===== config.mk =====
export PLATFORM = sky130hd
export DESIGN_NAME = cia_interrupt_flat
export DESIGN_NICKNAME = d
export VERILOG_FILES = /design/src/rtl/cia_interrupt_if.sv /design/src/rtl/cia_interrupt.sv /design/src/flat_wrapper.sv
export SDC_FILE = /design/constraint.sdc
export NUM_CORES = 1
export LEC_CHECK = 0
export CAP_MARGIN = 20
export CORE_MARGIN = 1
export CORE_UTILIZATION = 37
export DETAILED_ROUTE_END_ITERATION = 12
export PLACE_DENSITY = 0.76
export SLEW_MARGIN = 15
export SYNTH_ARGS = -nofsm -noshare
export SYNTH_HDL_FRONTEND = slang
export SYNTH_SLANG_ARGS = --single-unit

===== constraint.sdc =====
create_clock -name clk -period 1.3 [get_ports clk]
set_input_delay 0.26 -clock clk [delete_from_list [all_inputs] [get_ports clk]]
set_output_delay 0.26 -clock clk [all_outputs]
set_load 0.01 [all_outputs]

===== src/rtl/cia_interrupt_if.sv =====
// Register-bus side of the CIA interrupt control register: PHI2 strobes,
// read/write access, the ICR read value and the IRQ pad drive.
interface cia_interrupt_if;
   logic       phi2_up;
   logic       phi2_dn;
   logic       we;
   logic       re;
   logic [3:0] addr;
   logic [7:0] data;
   logic [7:0] regs;
   logic       irq_n;

   modport master (
      output phi2_up,
      output phi2_dn,
      output we,
      output re,
      output addr,
      output data,
      input  regs,
      input  irq_n
   );

   modport slave (
      input  phi2_up,
      input  phi2_dn,
      input  we,
      input  re,
      input  addr,
      input  data,
      output regs,
      output irq_n
   );
endinterface


===== src/rtl/cia_interrupt.sv =====
// CIA interrupt control register ($D): latches source pulses and FLAG falling edges, masks them
// and drives irq_n. Define CIA_ICR_DELAYED_IRQ_EN for the old 6526 one-PHI2-cycle-late IRQ.
module cia_interrupt (
   input logic             clk,
   input logic             res,
   cia_interrupt_if.slave  bus,
   input logic             ta_int,
   input logic             tb_int,
   input logic             alarm_int,
   input logic             sp_int,
   input logic             flag_n
);

   localparam logic [3:0] IcrAddr = 4'hD;

   logic       flag_meta_q;
   logic       flag_sync_q;
   logic       flag_prev_q;
   logic       flag_prev_d;
   logic [4:0] icr_q;
   logic [4:0] icr_d;
   logic [4:0] imr_q;
   logic [4:0] imr_d;
   logic       ir_q;
   logic       ir_d;
   logic       icr_sel;
   logic       rd_clr;
   logic       wr_mask;
   logic       flag_fall;
   logic [4:0] src;
   logic       unused_data;

   assign unused_data = ^bus.data[6:5];

   // FLAG pad is asynchronous; two flops before any use.
   always_ff @(posedge clk or posedge res) begin
      if (res) begin
         flag_meta_q <= 1'b1;
         flag_sync_q <= 1'b1;
      end else begin
         flag_meta_q <= flag_n;
         flag_sync_q <= flag_meta_q;
      end
   end

   always_comb begin
      icr_sel     = (bus.addr == IcrAddr);
      rd_clr      = bus.phi2_dn & bus.re & icr_sel;
      wr_mask     = bus.phi2_dn & bus.we & icr_sel;
      flag_fall   = flag_prev_q & ~flag_sync_q;
      flag_prev_d = bus.phi2_dn ? flag_sync_q : flag_prev_q;
      src         = bus.phi2_dn ? {flag_fall, sp_int, alarm_int, tb_int, ta_int} : 5'b0;

      // A read clears everything except events arriving on the same strobe.
      icr_d = rd_clr ? src : (icr_q | src);

      imr_d = imr_q;
      if (wr_mask) begin
         if (bus.data[7]) begin
            imr_d = imr_q | bus.data[4:0];
         end else begin
            imr_d = imr_q & ~bus.data[4:0];
         end
      end

      ir_d = ir_q;
      if (rd_clr) begin
         ir_d = 1'b0;
      end else if (bus.phi2_up && (|(icr_q & imr_q))) begin
         ir_d = 1'b1;
      end
   end

   always_ff @(posedge clk or posedge res) begin
      if (res) begin
         flag_prev_q <= 1'b1;
         icr_q       <= 5'b0;
         imr_q       <= 5'b0;
         ir_q        <= 1'b0;
      end else begin
         flag_prev_q <= flag_prev_d;
         icr_q       <= icr_d;
         imr_q       <= imr_d;
         ir_q        <= ir_d;
      end
   end

   assign bus.regs = {ir_q, 2'b00, icr_q};

`ifdef CIA_ICR_DELAYED_IRQ_EN
   logic ir_dly_q;
   logic ir_dly_d;

   always_comb begin
      ir_dly_d = ir_dly_q;
      if (rd_clr) begin
         ir_dly_d = 1'b0;
      end else if (bus.phi2_up) begin
         ir_dly_d = ir_q;
      end
   end

   always_ff @(posedge clk or posedge res) begin
      if (res) begin
         ir_dly_q <= 1'b0;
      end else begin
         ir_dly_q <= ir_dly_d;
      end
   end

   assign bus.irq_n = ~ir_dly_q;
`else
   assign bus.irq_n = ~ir_q;
`endif

endmodule


===== src/flat_wrapper.sv =====
// flat-port wrapper written by rule: the top's interface ports become plain ports
module cia_interrupt_flat 
  (clk, res, ta_int, tb_int, alarm_int, sp_int, flag_n, bus_phi2_up, bus_phi2_dn, bus_we, bus_re, bus_addr, bus_data, bus_regs, bus_irq_n);
  cia_interrupt_if bus_i ();
  input logic clk;
  input logic res;
  input logic ta_int;
  input logic tb_int;
  input logic alarm_int;
  input logic sp_int;
  input logic flag_n;
  input wire logic [$bits(bus_i.phi2_up)-1:0] bus_phi2_up;
  input wire logic [$bits(bus_i.phi2_dn)-1:0] bus_phi2_dn;
  input wire logic [$bits(bus_i.we)-1:0] bus_we;
  input wire logic [$bits(bus_i.re)-1:0] bus_re;
  input wire logic [$bits(bus_i.addr)-1:0] bus_addr;
  input wire logic [$bits(bus_i.data)-1:0] bus_data;
  output wire logic [$bits(bus_i.regs)-1:0] bus_regs;
  output wire logic [$bits(bus_i.irq_n)-1:0] bus_irq_n;
  assign bus_i.phi2_up = bus_phi2_up;
  assign bus_i.phi2_dn = bus_phi2_dn;
  assign bus_i.we = bus_we;
  assign bus_i.re = bus_re;
  assign bus_i.addr = bus_addr;
  assign bus_i.data = bus_data;
  assign bus_regs = bus_i.regs;
  assign bus_irq_n = bus_i.irq_n;
  cia_interrupt u_core (.clk(clk), .res(res), .bus(bus_i), .ta_int(ta_int), .tb_int(tb_int), .alarm_int(alarm_int), .sp_int(sp_int), .flag_n(flag_n));
endmodule

Yosys cells after proc, flatten, opt, wreduce, memory -nomap -nowiden
Cells that the tools add are included.

Flip-flop bits (word level): 14. Input port bits: 23. Output and inout bits: 9.

Equal/unequal tests: 1. Mux-type cells: 5. Bitwise gates (word level): 12. Reductions and logical operators: 3.

Operators by type and width (number): 5-bit two-way mux (3); 5-bit AND (2); 5-bit OR (2); 1-bit AND (5); 5-bit NOT (1); 5-bit OR reduction (1); 4-bit equality test (second input constant) (1); 1-bit two-way mux (2); 1-bit NOT (2); 2-bit nonzero test (1); 1-bit logical AND (1).

Longest topological paths before layout
Depth after elaboration: 5. Mapped depth: 3.

Worst setup path before layout
No wires, ideal clock.

Path kind: input-to-reg. Start: input bus_addr[1]. End: register (tool-made name). Setup time: 0.125 ns. Data arrival time: 1.067 ns. Data required time: 1.175 ns. Path slack: 0.108 ns. Cell stages on the path: 3. Path buffers: 0. Cell sequence: and3b_4 -> and4_2 -> mux2_4.

RTL lines: start: declaration (line flat_wrapper.sv:16) `input wire logic [$bits(bus_i.addr)-1:0] bus_addr;`.

==> summary.txt <==
Timing
  – Worst clock skew: 6.30 ps
  – Post-route clock period utilization: 98.1%
  – RSZ-0062 raised after global routing: false
  – Setup ws final: 24.6 ps
  – Max Freq: 0.784 GHz
  – Final setup violation count: 0
  – Final period demand of the worst path: 1280 ps
  – Max-slew violation count: 0
  – Total count of hold-check failures in the final report: 0

Logic synthesis
  – Fraction of synthesized cell area taken by the top area cell type: 44.8%
  – Proportion of synthesized flip-flops having asynchronous set or reset: 100%
  – Post-synthesis adder-cell area fraction: 0%
  – Synthesized flop and latch total: 14
  – Area fraction in and, or, nand and nor cells after synthesis: 11.2%
  – Post-synth top area cell: sky130_fd_sc_hd__dfrtp_1
  – Cell area after synthesis: 614 µm²
  – Top flip-flop cell by instance count after synthesis: sky130_fd_sc_hd__dfrtp_1
  – Count of flip-flops with a built-in enable after synthesis: 0
  – Complex-gate fraction of the synthesized area: 12.8%
  – Synth Area in XOR/XNOR: 0%
  – Mux contribution to synthesized area: 12.2%
  – Warning count from the yosys run: 0
  – Mean area per synthesized cell: 14.0 µm²
  – Count of different cell masters after synthesis: 20
  – Gate count after technology mapping: 44
  – Sequential fraction of the synthesis area: 57.6%
  – Dominant combinational cell family by area after synthesis: compound AO/OA/AOI/OAI gates
  – Cells taking the most area after synthesis: sky130_fd_sc_hd__dfrtp_1 45%, sky130_fd_sc_hd__dfstp_2 13%, sky130_fd_sc_hd__a22o_2 6.5%, sky130_fd_sc_hd__mux2_4 4.9%, sky130_fd_sc_hd__buf_4 3.7%

Clock tree
  – Clock-pin transition on the worst setup and hold timing paths: 80 ps
  – TritonCTS sink count: 14
  – CTS tree: done
  – Maximum clock path buffer count: 2
  – H-tree lvl count: 1
  – Clock root buffer: sky130_fd_sc_hd__clkbuf_4
  – Number of hold buffers added after CTS: 0
  – Clock buffers created by TritonCTS: 3
  – Worst-Skew Late Latency: 280 ps

Final layout
  – End-of-flow core utilization: 61.7%
  – Final Instance Count excl. Fillers: 92
  – Nets@finish: 100
  – Antenna diode count: 0
  – Total of fill cells in the finished design: 138
  – Proportion of layout cells with a drive suffix above 1: 30.3%
  – Area delta synth->final: 53.0%
  – Multi-input gate area: 243 µm²
  – Area taken by flip-flops and latches: 354 µm²

Power and ir drop
  – Static leakage: 0.414 nW
  – Pwr dens: 1080 nW/µm²
  – Max VDD drop: 705 µV

Floorplanning
  – Die Footprint: 1830 µm²
  – Chip width: 42.7 µm
  – Starting utilization of the core area: 40.3%
  – Core area: 1520 µm²
  – Floorplan row count: 14
  – Die extent in y: 42.7 µm
  – Top Ports: 32

Route
  – Routed length per placed instance: 14.1 µm
  – Remaining design rule violation count: 0
  – Total vias in the final route: 460
  – Via density: 5.00
  – Initial DRC count: 7
  – TritonRoute pass-1 iters: 4
  – Aggregate routed wire length: 1300 µm
  – Final ANT Viol Nets: 0

Critical path
  – Flop2flop setup slack: 170 ps
  – Data arrival time of the worst path: 1450 ps
  – Origin of the critical flop-to-flop path: u_core.icr_q[2]
  – Setup crit start: bus_addr[2]
  – Kind of launch point of the worst setup path: primary input
  – Reg2reg path depth: 4
  – Element type at the critical path end: register
  – Largest fanout on the critical path: 6
  – Required @ worst endpoint: 1470 ps
  – WS Path Type: in2reg

Place
  – Worst slack after detailed placement: -364 ps
  – Placed cell count: 87
  – RePlAce Congestion: 0.672
  – DP Wirelength: 1020 µm
  – Quantity of I/O buffers inserted on ports: 27

Global routing
  – Number of antenna violations at the first check in global routing: 0
  – Wire length of the first global-routing pass: 2240 µm
  – Largest net degree at the start of global routing: 15
  – Vias in the first global route: 489
  – Total routing resource utilization after global routing: 17.1%
  – GR Overflow Total: 0

Hold path
  – Worst min-delay path class: in2async

Outcome
  – Outcome: finished clean

Flow run
  – Max capacitance violation total: 0
synth_stat cells (2+ instances only):
cell type / instances
sky130_fd_sc_hd__dfrtp_1: 11
sky130_fd_sc_hd__mux2_2: 2
sky130_fd_sc_hd__mux2_4: 2
sky130_fd_sc_hd__inv_1: 3
sky130_fd_sc_hd__mux2_1: 2
sky130_fd_sc_hd__dfstp_2: 3
sky130_fd_sc_hd__a22o_2: 4
sky130_fd_sc_hd__buf_4: 3
sky130_fd_sc_hd__nand4_1: 2
sky130_fd_sc_hd__and4_2: 2
metrics by stage:
step | setup TNS, ps | cell area, µm² | total power (W) | hold WS, ps
final | 0 | 940 | 0.00102 | 275
after global routing | 0 | 940 | 0.00108 | 323
after CTS | 0 | 927 | 0.00103 | 277
after detailed placement | -3440 | 901 | 0.000800 | 348
after global placement | -3400 | 901 | 0.000793 | 346
after floorplan | 0 | 618 | 0.000656 | 147
path summary, 6_finish.rpt:
kind,end
max,register
min,u_core.icr_q[4]
max reg2reg,u_core.ir_q
min reg2reg,u_core.flag_sync_q
max in group asynchronous,u_core.flag_sync_q
min in group clk,u_core.flag_sync_q
where the power goes:
group	switching [W]	internal (W)	total (W)
logic	0.0000887	0.000153	0.000242
clock network	0.000132	0.000119	0.000251
registers	0.0000348	0.000490	0.000525
total	0.000255	0.000762	0.00102
metal layers:
layer  global-route usage (%)  share of wire (%)  vias up
li1                         -                  -      226
met1                     21.5                 44      218
met2                     26.7                 50       16
met3                     6.81                6.4        0
met4                     5.63                  0        0
met5                        0                  0        -
kinds of logic (layout without fill, tap and decap cells):
kind of cell,Yosys count,after routing
other,1,2
muxes,6,6
buffers and inverters,6,37
and+or+nand+nor,9,9
AOI/OAI and AO/OA,8,8
DFF,14,14
cell usage in the layout (no fill, tap or decap), drive strengths merged:
| master | count |
|---|---|
| and2 | 1 |
| a222oi | 1 |
| inv | 3 |
| conb | 2 |
| dfstp | 3 |
| clkdlybuf4s15 | 1 |
| clkbuf | 4 |
| nand3 | 1 |
| a22o | 4 |
| o211a | 1 |
| nand4 | 2 |
| a32o | 1 |
| buf | 3 |
| nand2 | 1 |
| clkdlybuf4s50 | 17 |
| and3b | 1 |
| mux2 | 6 |
| dlygate4sd2 | 8 |
| and4 | 3 |
| a221oi | 1 |
| dfrtp | 11 |
| dlymetal6s2s | 1 |
what timing repair did:
| action | CTS | global route |
|---|---|---|
| resized for setup | 10 | 5 |
| setup endpoints to repair | 16 | 10 |
| pin swaps | 2 | 0 |
| buffers inserted | 1 | 0 |
critical path, stage by stage:
cell                              delay [ps]
sky130_fd_sc_hd__clkdlybuf4s50_1         440
sky130_fd_sc_hd__and2_2                  200
sky130_fd_sc_hd__and4_2                  250
sky130_fd_sc_hd__mux2_4                  290
layout make-up:
class	count	share of cell area, %
clock buffer	4	2.80
inverter	3	1.20
sequential	14	37.7
timing repair buffer	30	30.4
tap	16	2.13
multi-input combinational	25	25.8
Power figures use the tool's default switching activity.
